$ cat config.mk
export PLATFORM = sky130hd
export DESIGN_NAME = axil_wr_responder_flat
export DESIGN_NICKNAME = d
export VERILOG_FILES = /design/src/rtl/axil_resp_pkg.sv /design/src/rtl/axil_wr_responder_if.sv /design/src/rtl/axil_sync_fifo.sv /design/src/rtl/axil_wr_responder.sv /design/src/flat_wrapper.sv
export SDC_FILE = /design/constraint.sdc
export NUM_CORES = 1
export LEC_CHECK = 0
export ABC_AREA = 1
export CAP_MARGIN = 20
export CORE_MARGIN = 4
export CORE_UTILIZATION = 40
export CTS_CLUSTER_DIAMETER = 60
export DETAILED_ROUTE_END_ITERATION = 8
export GPL_TIMING_DRIVEN = 0
export PLACE_DENSITY_LB_ADDON = 0.05
export SKIP_CTS_REPAIR_TIMING = 1
export SYNTH_ARGS = -nofsm -noshare
export SYNTH_HDL_FRONTEND = slang
export SYNTH_HIERARCHICAL = 1
export SYNTH_SLANG_ARGS = --single-unit
$ cat constraint.sdc
create_clock -name clk_100MHz -period 8.7 [get_ports clk_100MHz]
set_clock_uncertainty 0.05 [all_clocks]
set_input_delay 1.74 -clock clk_100MHz [delete_from_list [all_inputs] [get_ports clk_100MHz]]
set_output_delay 1.74 -clock clk_100MHz [all_outputs]
set_load 0.02 [all_outputs]
$ cat src/rtl/axil_resp_pkg.sv
// ---------------------------------------------------------------------------
// axil_resp_pkg
// Shared definitions for the AXI4-Lite write responder: the B-channel
// response codes and the default base address of the BRAM decode window.
// ---------------------------------------------------------------------------
package axil_resp_pkg;

  typedef enum logic [1:0] {
    RESP_OKAY   = 2'b00,
    RESP_SLVERR = 2'b10,
    RESP_DECERR = 2'b11
  } resp_e;

  localparam logic [31:0] DEFAULT_BASE_ADDR = 32'h4000_0000;

endpackage

$ cat src/rtl/axil_wr_responder_if.sv
// ---------------------------------------------------------------------------
// axil_wr_if
// AXI4-Lite write-path bundle (AW, W and B channels, no read channel).
//   master modport : drives awvalid/awaddr/awprot, wvalid/wdata/wstrb, bready
//   slave modport  : drives awready, wready, bvalid/bresp
// ---------------------------------------------------------------------------
interface axil_wr_if #(
  parameter int ADDR_W = 32,
  parameter int DATA_W = 32
);

  logic                  awvalid;
  logic                  awready;
  logic [ADDR_W-1:0]     awaddr;
  logic [2:0]            awprot;
  logic                  wvalid;
  logic                  wready;
  logic [DATA_W-1:0]     wdata;
  logic [DATA_W/8-1:0]   wstrb;
  logic                  bvalid;
  logic                  bready;
  logic [1:0]            bresp;

  modport master (
    output awvalid, awaddr, awprot, wvalid, wdata, wstrb, bready,
    input  awready, wready, bvalid, bresp
  );

  modport slave (
    input  awvalid, awaddr, awprot, wvalid, wdata, wstrb, bready,
    output awready, wready, bvalid, bresp
  );

endinterface

$ cat src/rtl/axil_sync_fifo.sv
// ---------------------------------------------------------------------------
// axil_sync_fifo
// Single-clock FIFO with full/empty flags. Pushes while full and pops while
// empty are ignored. Storage is not reset; only the pointers are.
//   clk, rst (sync, active-high)
//   push, din  : write side
//   pop, dout  : read side, dout shows the current head (first-word fall-through)
//   full, empty: status flags
// ---------------------------------------------------------------------------
module axil_sync_fifo #(
  parameter int WIDTH = 8,
  parameter int DEPTH = 4
) (
  input  logic             clk,
  input  logic             rst,
  input  logic             push,
  input  logic [WIDTH-1:0] din,
  input  logic             pop,
  output logic [WIDTH-1:0] dout,
  output logic             full,
  output logic             empty
);

  localparam int PW = $clog2(DEPTH);

  logic [WIDTH-1:0] store [DEPTH];
  logic [PW:0]      wr_ptr;
  logic [PW:0]      rd_ptr;
  logic             do_push;
  logic             do_pop;

  // Extra pointer bit distinguishes full from empty when the indices match.
  assign full    = (wr_ptr[PW] != rd_ptr[PW]) && (wr_ptr[PW-1:0] == rd_ptr[PW-1:0]);
  assign empty   = (wr_ptr == rd_ptr);
  assign do_push = push && !full;
  assign do_pop  = pop && !empty;
  assign dout    = store[rd_ptr[PW-1:0]];

  always_ff @(posedge clk) begin
    if (rst) begin
      wr_ptr <= '0;
      rd_ptr <= '0;
    end else begin
      if (do_push) wr_ptr <= wr_ptr + 1'b1;
      if (do_pop)  rd_ptr <= rd_ptr + 1'b1;
    end
  end

  always_ff @(posedge clk) begin
    if (do_push) store[wr_ptr[PW-1:0]] <= din;
  end

endmodule

$ cat src/rtl/axil_wr_responder.sv
// ---------------------------------------------------------------------------
// axil_wr_responder
// AXI4-Lite write responder. AW and W beats are buffered in separate FIFOs,
// paired in arrival order, decoded against the BRAM window and turned into a
// one-cycle memory write plus a B response.
//   clk_100MHz, reset_rtl_0 (sync, active-high)
//   s_axi           : axil_wr_if.slave (AW, W, B channels)
//   mem_we          : one-cycle write pulse per OKAY write
//   mem_addr        : word index (awaddr - BASE_ADDR) >> 2
//   mem_wdata/wstrb : write data and byte strobes
//   flood_active    : flood guard tripped for the current window
//   drop_count      : saturating count of guard-rejected writes
// Optional feature macro: AXIL_FLOOD_GUARD_EN enables the flood guard; when
// undefined, flood_active/drop_count are tied low and no counters exist.
// ---------------------------------------------------------------------------
module axil_wr_responder
  import axil_resp_pkg::*;
#(
  parameter int              ADDR_W       = 32,
  parameter int              DATA_W       = 32,
  parameter logic [ADDR_W-1:0] BASE_ADDR  = ADDR_W'(DEFAULT_BASE_ADDR),
  parameter int              MEM_WORDS    = 2048,
  parameter int              FIFO_DEPTH   = 4,
  parameter int              FLOOD_WINDOW = 256,
  parameter int              FLOOD_LIMIT  = 64,
  localparam int             MEM_AW       = $clog2(MEM_WORDS),
  localparam int             STRB_W       = DATA_W / 8
) (
  input  logic              clk_100MHz,
  input  logic              reset_rtl_0,
  axil_wr_if.slave          s_axi,
  output logic              mem_we,
  output logic [MEM_AW-1:0] mem_addr,
  output logic [DATA_W-1:0] mem_wdata,
  output logic [STRB_W-1:0] mem_wstrb,
  output logic              flood_active,
  output logic [15:0]       drop_count
);

  localparam logic [ADDR_W:0] WIN_LO = {1'b0, BASE_ADDR};
  localparam logic [ADDR_W:0] WIN_HI = WIN_LO + (ADDR_W+1)'(4 * MEM_WORDS);

  logic                     ready_en;
  logic                     aw_full, aw_empty, w_full, w_empty;
  logic                     aw_push, w_push, commit;
  logic [ADDR_W+2:0]        aw_dout;
  logic [DATA_W+STRB_W-1:0] w_dout;
  logic [ADDR_W-1:0]        head_addr;
  logic [2:0]               head_prot;
  logic [DATA_W-1:0]        head_data;
  logic [STRB_W-1:0]        head_strb;
  logic [ADDR_W-1:0]        offset;
  logic                     in_range, aligned, guard_block, write_ok;
  logic                     bvalid_q;
  resp_e                    bresp_q, resp_c;

  function automatic logic [15:0] sat_inc16(input logic [15:0] v);
    return (v == 16'hFFFF) ? v : v + 16'd1;
  endfunction

  // Ready is held low through reset and rises the cycle after it releases.
  always_ff @(posedge clk_100MHz) begin
    if (reset_rtl_0) ready_en <= 1'b0;
    else             ready_en <= 1'b1;
  end

  assign s_axi.awready = ready_en && !aw_full;
  assign s_axi.wready  = ready_en && !w_full;
  assign aw_push       = s_axi.awvalid && s_axi.awready;
  assign w_push        = s_axi.wvalid && s_axi.wready;

  axil_sync_fifo #(.WIDTH(ADDR_W + 3), .DEPTH(FIFO_DEPTH)) u_aw_fifo (
    .clk   (clk_100MHz),
    .rst   (reset_rtl_0),
    .push  (aw_push),
    .din   ({s_axi.awaddr, s_axi.awprot}),
    .pop   (commit),
    .dout  (aw_dout),
    .full  (aw_full),
    .empty (aw_empty)
  );

  axil_sync_fifo #(.WIDTH(DATA_W + STRB_W), .DEPTH(FIFO_DEPTH)) u_w_fifo (
    .clk   (clk_100MHz),
    .rst   (reset_rtl_0),
    .push  (w_push),
    .din   ({s_axi.wdata, s_axi.wstrb}),
    .pop   (commit),
    .dout  (w_dout),
    .full  (w_full),
    .empty (w_empty)
  );

  assign {head_addr, head_prot} = aw_dout;
  assign {head_data, head_strb} = w_dout;

  // Pair heads only when the single-entry B register is free or draining.
  assign commit   = !aw_empty && !w_empty && (!bvalid_q || s_axi.bready);

  assign in_range = ({1'b0, head_addr} >= WIN_LO) && ({1'b0, head_addr} < WIN_HI);
  assign aligned  = (head_addr[1:0] == 2'b00);
  assign offset   = head_addr - BASE_ADDR;

`ifdef AXIL_FLOOD_GUARD_EN
  localparam int WIN_W = (FLOOD_WINDOW > 1) ? $clog2(FLOOD_WINDOW) : 1;
  localparam int CNT_W = $clog2(FLOOD_LIMIT + 1);

  logic [WIN_W-1:0] win_cnt;
  logic [CNT_W-1:0] commit_cnt, cnt_base;
  logic             wrap, flood_q, flood_base, hit, flood_eff, drop;
  logic [15:0]      drop_q;

  // In the wrap cycle the decision already belongs to the new window.
  assign wrap        = (win_cnt == WIN_W'(FLOOD_WINDOW - 1));
  assign cnt_base    = wrap ? '0 : commit_cnt;
  assign flood_base  = wrap ? 1'b0 : flood_q;
  assign hit         = (int'(cnt_base) + 1) >= FLOOD_LIMIT;
  assign flood_eff   = flood_base || hit;
  assign guard_block = flood_eff && !head_prot[0];
  assign drop        = commit && in_range && aligned && guard_block;

  always_ff @(posedge clk_100MHz) begin
    if (reset_rtl_0) begin
      win_cnt    <= '0;
      commit_cnt <= '0;
      flood_q    <= 1'b0;
      drop_q     <= '0;
    end else begin
      win_cnt <= wrap ? '0 : win_cnt + 1'b1;
      if (commit) begin
        commit_cnt <= (cnt_base == CNT_W'(FLOOD_LIMIT)) ? cnt_base : cnt_base + 1'b1;
        flood_q    <= flood_eff;
      end else begin
        commit_cnt <= cnt_base;
        flood_q    <= flood_base;
      end
      if (drop) drop_q <= sat_inc16(drop_q);
    end
  end

  assign flood_active = flood_q;
  assign drop_count   = drop_q;
`else
  assign guard_block  = 1'b0;
  assign flood_active = 1'b0;
  assign drop_count   = 16'd0;
`endif

  always_comb begin
    resp_c = RESP_OKAY;
    if (!in_range)        resp_c = RESP_DECERR;
    else if (!aligned)    resp_c = RESP_SLVERR;
    else if (guard_block) resp_c = RESP_SLVERR;
  end

  assign write_ok = commit && (resp_c == RESP_OKAY);

  // ---- commit stage -> registered B and memory port ----
  always_ff @(posedge clk_100MHz) begin
    if (reset_rtl_0) begin
      bvalid_q  <= 1'b0;
      bresp_q   <= RESP_OKAY;
      mem_we    <= 1'b0;
      mem_addr  <= '0;
      mem_wdata <= '0;
      mem_wstrb <= '0;
    end else begin
      mem_we <= write_ok;
      if (commit) begin
        bvalid_q <= 1'b1;
        bresp_q  <= resp_c;
      end else if (s_axi.bready) begin
        bvalid_q <= 1'b0;
      end
      if (write_ok) begin
        mem_addr  <= offset[MEM_AW+1:2];
        mem_wdata <= head_data;
        mem_wstrb <= head_strb;
      end
    end
  end

  assign s_axi.bvalid = bvalid_q;
  assign s_axi.bresp  = bresp_q;

  logic unused_ok;
  assign unused_ok = ^{head_prot, offset[ADDR_W-1:MEM_AW+2], offset[1:0],
                       FLOOD_WINDOW[0], FLOOD_LIMIT[0]};

endmodule

$ cat src/flat_wrapper.sv
// flat-port wrapper written by rule: the top's interface ports become plain ports
module axil_wr_responder_flat import axil_resp_pkg::*;
#(
  parameter int              ADDR_W       = 32,
  parameter int              DATA_W       = 32,
  parameter logic [ADDR_W-1:0] BASE_ADDR  = ADDR_W'(DEFAULT_BASE_ADDR),
  parameter int              MEM_WORDS    = 2048,
  parameter int              FIFO_DEPTH   = 4,
  parameter int              FLOOD_WINDOW = 256,
  parameter int              FLOOD_LIMIT  = 64,
  localparam int             MEM_AW       = $clog2(MEM_WORDS),
  localparam int             STRB_W       = DATA_W / 8
)
  (clk_100MHz, reset_rtl_0, mem_we, mem_addr, mem_wdata, mem_wstrb, flood_active, drop_count, s_axi_awvalid, s_axi_awaddr, s_axi_awprot, s_axi_wvalid, s_axi_wdata, s_axi_wstrb, s_axi_bready, s_axi_awready, s_axi_wready, s_axi_bvalid, s_axi_bresp);
  axil_wr_if #(.ADDR_W(ADDR_W), .DATA_W(DATA_W)) s_axi_i ();
  input  logic clk_100MHz;
  input  logic reset_rtl_0;
  output logic mem_we;
  output logic [MEM_AW-1:0] mem_addr;
  output logic [DATA_W-1:0] mem_wdata;
  output logic [STRB_W-1:0] mem_wstrb;
  output logic flood_active;
  output logic [15:0] drop_count;
  input wire logic [$bits(s_axi_i.awvalid)-1:0] s_axi_awvalid;
  input wire logic [$bits(s_axi_i.awaddr)-1:0] s_axi_awaddr;
  input wire logic [$bits(s_axi_i.awprot)-1:0] s_axi_awprot;
  input wire logic [$bits(s_axi_i.wvalid)-1:0] s_axi_wvalid;
  input wire logic [$bits(s_axi_i.wdata)-1:0] s_axi_wdata;
  input wire logic [$bits(s_axi_i.wstrb)-1:0] s_axi_wstrb;
  input wire logic [$bits(s_axi_i.bready)-1:0] s_axi_bready;
  output wire logic [$bits(s_axi_i.awready)-1:0] s_axi_awready;
  output wire logic [$bits(s_axi_i.wready)-1:0] s_axi_wready;
  output wire logic [$bits(s_axi_i.bvalid)-1:0] s_axi_bvalid;
  output wire logic [$bits(s_axi_i.bresp)-1:0] s_axi_bresp;
  assign s_axi_i.awvalid = s_axi_awvalid;
  assign s_axi_i.awaddr = s_axi_awaddr;
  assign s_axi_i.awprot = s_axi_awprot;
  assign s_axi_i.wvalid = s_axi_wvalid;
  assign s_axi_i.wdata = s_axi_wdata;
  assign s_axi_i.wstrb = s_axi_wstrb;
  assign s_axi_i.bready = s_axi_bready;
  assign s_axi_awready = s_axi_i.awready;
  assign s_axi_wready = s_axi_i.wready;
  assign s_axi_bvalid = s_axi_i.bvalid;
  assign s_axi_bresp = s_axi_i.bresp;
  axil_wr_responder #(.ADDR_W(ADDR_W), .DATA_W(DATA_W), .BASE_ADDR(BASE_ADDR), .MEM_WORDS(MEM_WORDS), .FIFO_DEPTH(FIFO_DEPTH), .FLOOD_WINDOW(FLOOD_WINDOW), .FLOOD_LIMIT(FLOOD_LIMIT)) u_core (.clk_100MHz(clk_100MHz), .reset_rtl_0(reset_rtl_0), .s_axi(s_axi_i), .mem_we(mem_we), .mem_addr(mem_addr), .mem_wdata(mem_wdata), .mem_wstrb(mem_wstrb), .flood_active(flood_active), .drop_count(drop_count));
endmodule
==> run_results.csv <==
group,metric,value,unit
outcome,status,"finished, final reports clean",
layout,final_common_cell,"edfxtp_1",
setup_path,cp.required,6.91,ns
layout,fin_cells,1750,
placed_design,dpl.hpwl,21.0,mm
clock_tree,htreeDepth,2,
timing,rsz0062_at_grt,"no",
floorplanning,core,32700,µm²
logic_synthesis,avgSynthCellArea,12.2,µm²
logic_synthesis,synth_area,13300,µm²
power_and_ir_drop,ir_drop,0.141,mV
floorplanning,ios,146,
placed_design,dpl_cell_area,15400,µm²
flow_run,max_cap_violations,0,
setup_path,startpoint_type,"flop",
route,ant_nets,0,
grt,grt_pass1_vias,8697,
grt,grt_usage,0.181,
worst_hold_path,hp-class,"reg -> reg",
route,avgRoutedWirePerCell,19.0,µm
setup_path,endpoint_kind,"primary output",
timing,final_hold_viol_count,0,
placed_design,port-buffer-count,125,
timing,worst_pin_slew,0.906,ns
route,wirelength_met1,15.7,mm
layout,layout-drive-gt1-share,0.133,
clock_tree,clkSlewWorstSetupHoldPaths,0.06,ns
layout,fin_area,16600,µm²
setup_path,crit_type,"reg -> out",
route,dr_wl_met2,15.0,mm
timing,slew_violations,0,
layout,final_nets,1363,
timing,final.setup.tns,0,ns
grt,grt_pass1_wl,50.9,mm
timing,slew_headroom,0.395,
layout,layout_common_cells,"edfxtp_1, nor2_1, clkdlybuf4s50_1",
route,dr_wl_met3,2.09,mm
power_and_ir_drop,p_leak,6.04,nW
timing,hold_slack,0.417,ns
setup_path,cp_data_arrival_time,2.11,ns
setup_path,cp_max_fo,7,
grt,grt_max_degree,33,
timing,max_freq,0.256,GHz
worst_hold_path,min_path_cells,2,
route,routed-via-count,8910,
worst_hold_path,min_from,"u_core/mem_wdata[19]",
floorplanning,start_util,0.407,
route,drc,0,
logic_synthesis,yosysWarningCount,6,
clock_tree,cts_sinks,340,
timing,period_minus_slack,3.90,ns
timing,setup_viol,0,
clock_tree,clk_latency,0.52,ns
power_and_ir_drop,p_per_area,224,nW/µm²
layout,n_antenna_cell,0,
route,vias_per_cell,5.09,
clock_tree,cts_buffers,39,
setup_path,r2r-start,"u_core/u_w_fifo/wr_ptr[1]",
power_and_ir_drop,p_total,3.72,mW
clock_tree,cts-root-buf,"clkbuf_16",
placed_design,place_inst,1678,
layout,area_growth,24.9,%
grt,antenna_found_initial,1,
setup_path,crit_start,"u_core/u_w_fifo/wr_ptr[1]",
route,topRoutingLayerUsed,"met5",
clock_tree,cts_tree,"done",
floorplanning,fp-row-count,66,
placed_design,gp_congestion,0.724,
route,drt_wl_total,33.3,mm
setup_path,rr_worst_depth,9,
route,first_iter_violations,651,
logic_synthesis,syn-instance-count,1088,
floorplanning,die_w,190,µm
floorplanning,die_h,190,µm
floorplanning,dieArea,36300,µm²
route,dr.pass1.iters,5,
timing,fin_crit_sh,0.449,
clock_tree,cts_max_path_buffers,3,
grt,overflow,0,
## power breakdown
group	total [mW]	internal (mW)	switching, mW
sequential	1.81	1.79	0.0132
clock	1.58	0.950	0.631
combinational	0.337	0.119	0.218
## per-stage QoR
| step | utilization | setup WS, ns |
|---|---|---|
| floorplan | - | 4.31 |
| global placement | 0.464 | 2.26 |
| detailed placement | 0.470 | 4.41 |
| CTS | 0.509 | 4.75 |
| global route | 0.509 | 4.64 |
| finish | 0.509 | 4.80 |
## layout make-up
cell class | count | area (µm²)
clock buffers | 59 | 1150
plain buffers | 85 | 523
fillers | 2961 | 16100
repair buffers | 132 | 1400
multi-input cells | 635 | 3200
well taps | 442 | 553
clock inverters | 13 | 114
flip-flops and latches | 340 | 9530
inverters | 44 | 170
## registers in the layout (all words and copies together), names as in the netlist, named ones only
signal                   count
u_core/mem_we                1
u_core/u_aw_fifo/wr_ptr      3
u_core/u_aw_fifo/rd_ptr      3
u_core/u_w_fifo/rd_ptr       3
u_core/ready_en              1
u_core/mem_addr             11
u_core/mem_wdata            32
u_core/u_w_fifo/store      144
u_core/s_axi.bvalid          1
u_core/u_aw_fifo/store     128
u_core/u_w_fifo/wr_ptr       3
u_core/mem_wstrb             4
u_core/s_axi.bresp           2
## worst max-delay path, stage by stage, from the launching register on
cell             delay, ns
dfxtp_1               0.41
inv_1                 0.11
nand2_2               0.09
nand2_4               0.06
nand3_4               0.13
inv_1                 0.07
nor2_1                0.10
clkdlybuf4s50_1       0.61
## worst paths after layout
path,to,slack [ns]
worst max-delay path,s_axi_wready,4.80
worst min-delay path,u_core/mem_wdata[19],0.42
worst max register to register,u_core/u_w_fifo/store[0][12],5.72
worst min register to register,u_core/mem_wdata[19],0.42
## routing by layer
layer | vias up | track usage
met5 | - | 0
met4 | 2 | 0.0425
met3 | 45 | 0.0375
met2 | 228 | 0.277
met1 | 4350 | 0.267
li1 | 4285 | -
Power figures use the tool's default switching activity.
==> edit 1 (same flow settings) <==
The option `AXIL_FLOOD_GUARD_EN` is turned on by a define.
--- a/src/rtl/axil_wr_responder.sv
+++ b/src/rtl/axil_wr_responder.sv
@@ -13,6 +13,8 @@
 // Optional feature macro: AXIL_FLOOD_GUARD_EN enables the flood guard; when
 // undefined, flood_active/drop_count are tied low and no counters exist.
 // ---------------------------------------------------------------------------
+`define AXIL_FLOOD_GUARD_EN
+
 module axil_wr_responder
   import axil_resp_pkg::*;
 #(
Check against the original RTL: no difference found for any inputs over 4 cycles, from zero or initial values and one cycle with reset_rtl_0 high; that may be too few to reach the edited logic, so the function may still have changed.
==> edit 1 against the original RTL <==
- sequential cell count is 36 higher
- synthesized area is 13% higher
- combinational power is 56% higher
- largest cell class unchanged
- total power is 17% higher
- final cell count is 20% higher
- design area is 13% higher
- setup slack worse by 0.19 ns
- wire length is 13% higher
==> edit 1: results (changes against the original RTL) <==
Antenna violations before repair - 2 (+1)
GRT Util Overall - 18.0% (-0.091 points)
Count of warnings emitted by yosys - 6 (unchanged)
Fillers - 3,379 (+14%)
Vias - 10,393 (+17%)
Drt first pass iters - 4 (-1)
Max incr delay on CP - 0.46 ns (-0.15 ns)
Antenna cells - 0 (unchanged)
Net Count, Synth - 1,452
Clock Latency Late Sink - 0.56 ns (+0.04 ns)
Clock Pin Slew Worst Setup and Hold Paths - 0.06 ns (about the same)
Static leakage - 6.83 nW (+13%)
Starting DRT DRC Count - 429 (-34%)
Max IR drop VDD - 0.147 mV (+4.5%)
Share of cells above drive strength 1 - 12.0% (-1.3 points)
Largest net degree at the start of global routing - 34 (+3.0%)
Fin nets - 1,647 (+21%)
CP max-delay cell - nor2_4
Port Buffers - 143 (+14%)
Pre-CTS setup slack - 4.04 ns (-0.375 ns)
Placer Congestion - 0.802 (+11%)
Clock Path Buffers - 3 (unchanged)
Worst EP arrival - 4.54 ns (+2.43 ns)
TritonCTS Buffers - 42 (+7.7%)
Hold crit path type - register to register
Dpl hpwl - 25,200 um (+20%)
Crit path max fanout - 19 (+12)
First-pass GRT wire length - 57,700 um (+13%)
H-tree level count - 2 (unchanged)
CTS root buffer - clkbuf_16
Status - complete, no violations
Slew of the pin with the lowest slew margin - 0.948 ns (+0.0418 ns)
Crit-path leading delay family - simple AND/OR/NAND/NOR gates
DRT Wirelength - 37,600 um (+13%)
Largest register FFs - 144 (unchanged)
==> edit 1: final timing paths <==
| check | from | endpoint | slack [ns] | cells after the start |
|---|---|---|---|---|
| max reg2reg | u_core/u_w_fifo/wr_ptr[0] | u_core/mem_wdata[16] | 5.18 | 18 |
| min reg2reg | u_core/win_cnt[0] | u_core/win_cnt[0] | 0.41 | 1 |
| max | s_axi_bready | u_core/mem_wdata[16] | 4.61 | 13 |
| min | u_core/win_cnt[0] | u_core/win_cnt[0] | 0.41 | 1 |
==> edit 1: area by class of cell <==
cell class	count	area share, %
multi-input cells	844	22.3
inverters	76	1.55
well taps	504	3.34
repair buffers	151	8.56
flip-flops and latches	376	54.6
clock buffers	58	6.55
plain buffers	66	2.00
clock inverters	20	1.16
==> edit 1: power breakdown <==
group | switching [W] | leakage (nW) | internal, W
combinational | 0.000351 | 2.81 | 0.000176
sequential | 0.0000209 | 3.31 | 0.00198
clock | 0.000705 | 0.710 | 0.00111
==> edit 1: per-layer routing <==
layer	global-route usage (%)	up-vias	wire length, um
li1	-	5170	-
met1	25.2	4978	17600
met2	29.1	184	17400
met3	3.91	57	1890
met4	4.00	4	637
met5	0	-	34
==> edit 1: metrics by stage <==
stage	utilization (%)	power, W	std cells	instance area (um^2)	hold WS [ns]
after floorplan	-	0.00236	1362	15100	0.368
after global placement	46.4	0.00255	2009	17200	0.384
after detailed placement	47.1	0.00257	2017	17400	0.407
after CTS	51.0	0.00440	2095	18900	0.416
after global routing	51.0	0.00454	2095	18900	0.432
final	51.0	0.00434	2095	18900	0.414
==> edit 2 (config.mk and constraints unchanged) <==
Made on the original files. `ADDR_W` is set to 32 in 3 places; all go to 64.
--- a/src/rtl/axil_wr_responder_if.sv
+++ b/src/rtl/axil_wr_responder_if.sv
@@ -5,7 +5,7 @@
 //   slave modport  : drives awready, wready, bvalid/bresp
 // ---------------------------------------------------------------------------
 interface axil_wr_if #(
-  parameter int ADDR_W = 32,
+  parameter int ADDR_W = 64,
   parameter int DATA_W = 32
 );
 
--- a/src/rtl/axil_wr_responder.sv
+++ b/src/rtl/axil_wr_responder.sv
@@ -16,7 +16,7 @@
 module axil_wr_responder
   import axil_resp_pkg::*;
 #(
-  parameter int              ADDR_W       = 32,
+  parameter int              ADDR_W       = 64,
   parameter int              DATA_W       = 32,
   parameter logic [ADDR_W-1:0] BASE_ADDR  = ADDR_W'(DEFAULT_BASE_ADDR),
   parameter int              MEM_WORDS    = 2048,
--- a/src/flat_wrapper.sv
+++ b/src/flat_wrapper.sv
@@ -1,7 +1,7 @@
 // flat-port wrapper written by rule: the top's interface ports become plain ports
 module axil_wr_responder_flat import axil_resp_pkg::*;
 #(
-  parameter int              ADDR_W       = 32,
+  parameter int              ADDR_W       = 64,
   parameter int              DATA_W       = 32,
   parameter logic [ADDR_W-1:0] BASE_ADDR  = ADDR_W'(DEFAULT_BASE_ADDR),
   parameter int              MEM_WORDS    = 2048,
Interface: changed (resized s_axi_awaddr); port bits go from 146 to 178. No check against the original RTL was run, so the function may have changed too.
==> edit 2 against the original RTL <==
- wire length increased by 40%
- sequential cell count grew 128
- total power is 33% higher
- via count rose by 33%
- count of clock-buffer cells in the layout increased by 10
- largest power group unchanged
- largest cell class unchanged
- setup slack worse by 0.14 ns
- synthesized area grew 37%
- synthesized cell count is 33% higher
- design area up 35%
==> edit 2: results (changes against the original RTL) <==
Max IR drop VDD - 0.155 mV (+9.9%)
GRT Util Overall - 18.5% (+0.41 points)
Crit path max fanout - 9 (+2)
Dpl hpwl - 30,800 um (+46%)
Antenna violations before repair - 4 (+3)
Final hold slack - 0.416 ns (-0.00121 ns)
CTS root buffer - clkbuf_16
Fin nets - 1,805 (+32%)
TritonCTS Buffers - 50 (+28%)
Vias per inst - 5.08 (-0.27%)
Hold path cells - 2 (unchanged)
Number of global-route vias before repair - 11,625 (+34%)
Largest net degree at the start of global routing - 53 (+61%)
H-tree level count - 2 (unchanged)
Worst EP arrival - 2.25 ns (+0.14 ns)
First-pass GRT wire length - 70,400 um (+38%)
Fillers - 4,092 (+38%)
Wire length per cell - 20.1 um (+5.4%)
Dpl cells - 2,235 (+33%)
R2r setup slk - 5.35 ns (-0.37 ns)
Hold crit path type - register to register
Post-route insts no fill - 2,330 (+33%)
Count of warnings emitted by yosys - 6 (unchanged)
Slew of the pin with the lowest slew margin - 0.912 ns (+0.00583 ns)
Worst flop-to-flop path endpoint - u_core/u_aw_fifo/store[0][24]
Placed cell areas - 0.0210 mm^2 (+36%)
Port Buffers - 157 (+26%)
Drt first pass iters - 5 (unchanged)
Starting DRT DRC Count - 864 (+33%)
Sw frac - 23.0% (-0.12 points)
Hold Startpoint - u_core/mem_addr[5]
Cells after Synth - 1,451 (+33%)
Clock Path Buffers - 3 (unchanged)
Worst Reg2Reg Path Length in Cells - 10 (+1)
Status - complete, no violations
Static leakage - 7.97 nW (+32%)
Clock Latency Late Sink - 0.58 ns (+0.06 ns)
Placer Congestion - 0.748 (+3.3%)
Share of cells above drive strength 1 - 11.7% (-1.6 points)
Largest register FFs - 256 (+78%)
Critical Path End - s_axi_awready
Worst setup startpoint - u_core/u_aw_fifo/wr_ptr[1]
Hold Path End - u_core/mem_addr[5]
Clock Pin Slew Worst Setup and Hold Paths - 0.06 ns (about the same)
edit 2: layer usage:
metal / part of all wire (%) / wire, um / vias to the layer above / global-route usage, %
li1: - / - / 5705 / -
met1: 44 / 20600 / 5761 / 24.7
met2: 48 / 22500 / 296 / 31.0
met3: 5.8 / 2710 / 61 / 4.00
met4: 1.8 / 861 / 8 / 4.84
met5: 0.10 / 48 / - / 0
edit 2: area by class of cell:
cell class	instances	share of cell area (%)
sequential	468	59.3
multi-input combinational	852	18.5
timing repair buffer	168	8.11
clock buffer	69	6.33
tap	600	3.33
buffer	101	3.00
inverter	46	0.821
clock inverter	25	0.588
antenna	1	0.0111
edit 2: power groups by stage:
| stage | Combinational [W] | Clock [W] | Sequential, W |
|---|---|---|---|
| after floorplan | 0.000262 | 0 | 0.00255 |
| final | 0.000464 | 0.00200 | 0.00250 |
| after CTS | 0.000470 | 0.00205 | 0.00250 |
| after detailed placement | 0.000468 | 0 | 0.00255 |
| after global routing | 0.000512 | 0.00216 | 0.00250 |
| after global placement | 0.000452 | 0 | 0.00256 |
edit 2: stage by stage:
step / utilization, % / setup WS, ns / power, W
after CTS: 49.8 / 4.61 / 0.00503
final: 49.8 / 4.66 / 0.00497
after global placement: 45.7 / -0.0330 / 0.00301
after global routing: 49.8 / 4.43 / 0.00517
after detailed placement: 46.3 / 4.04 / 0.00302
after floorplan: - / 3.15 / 0.00281
edit 2: worst max-delay path, cell delays in order, from the launching register on:
cell             delay, ns
dfxtp_1               0.41
inv_1                 0.10
nand2_1               0.07
nand2_1               0.13
nand3_4               0.16
inv_1                 0.07
nor2_1                0.11
clkdlybuf4s50_1       0.62
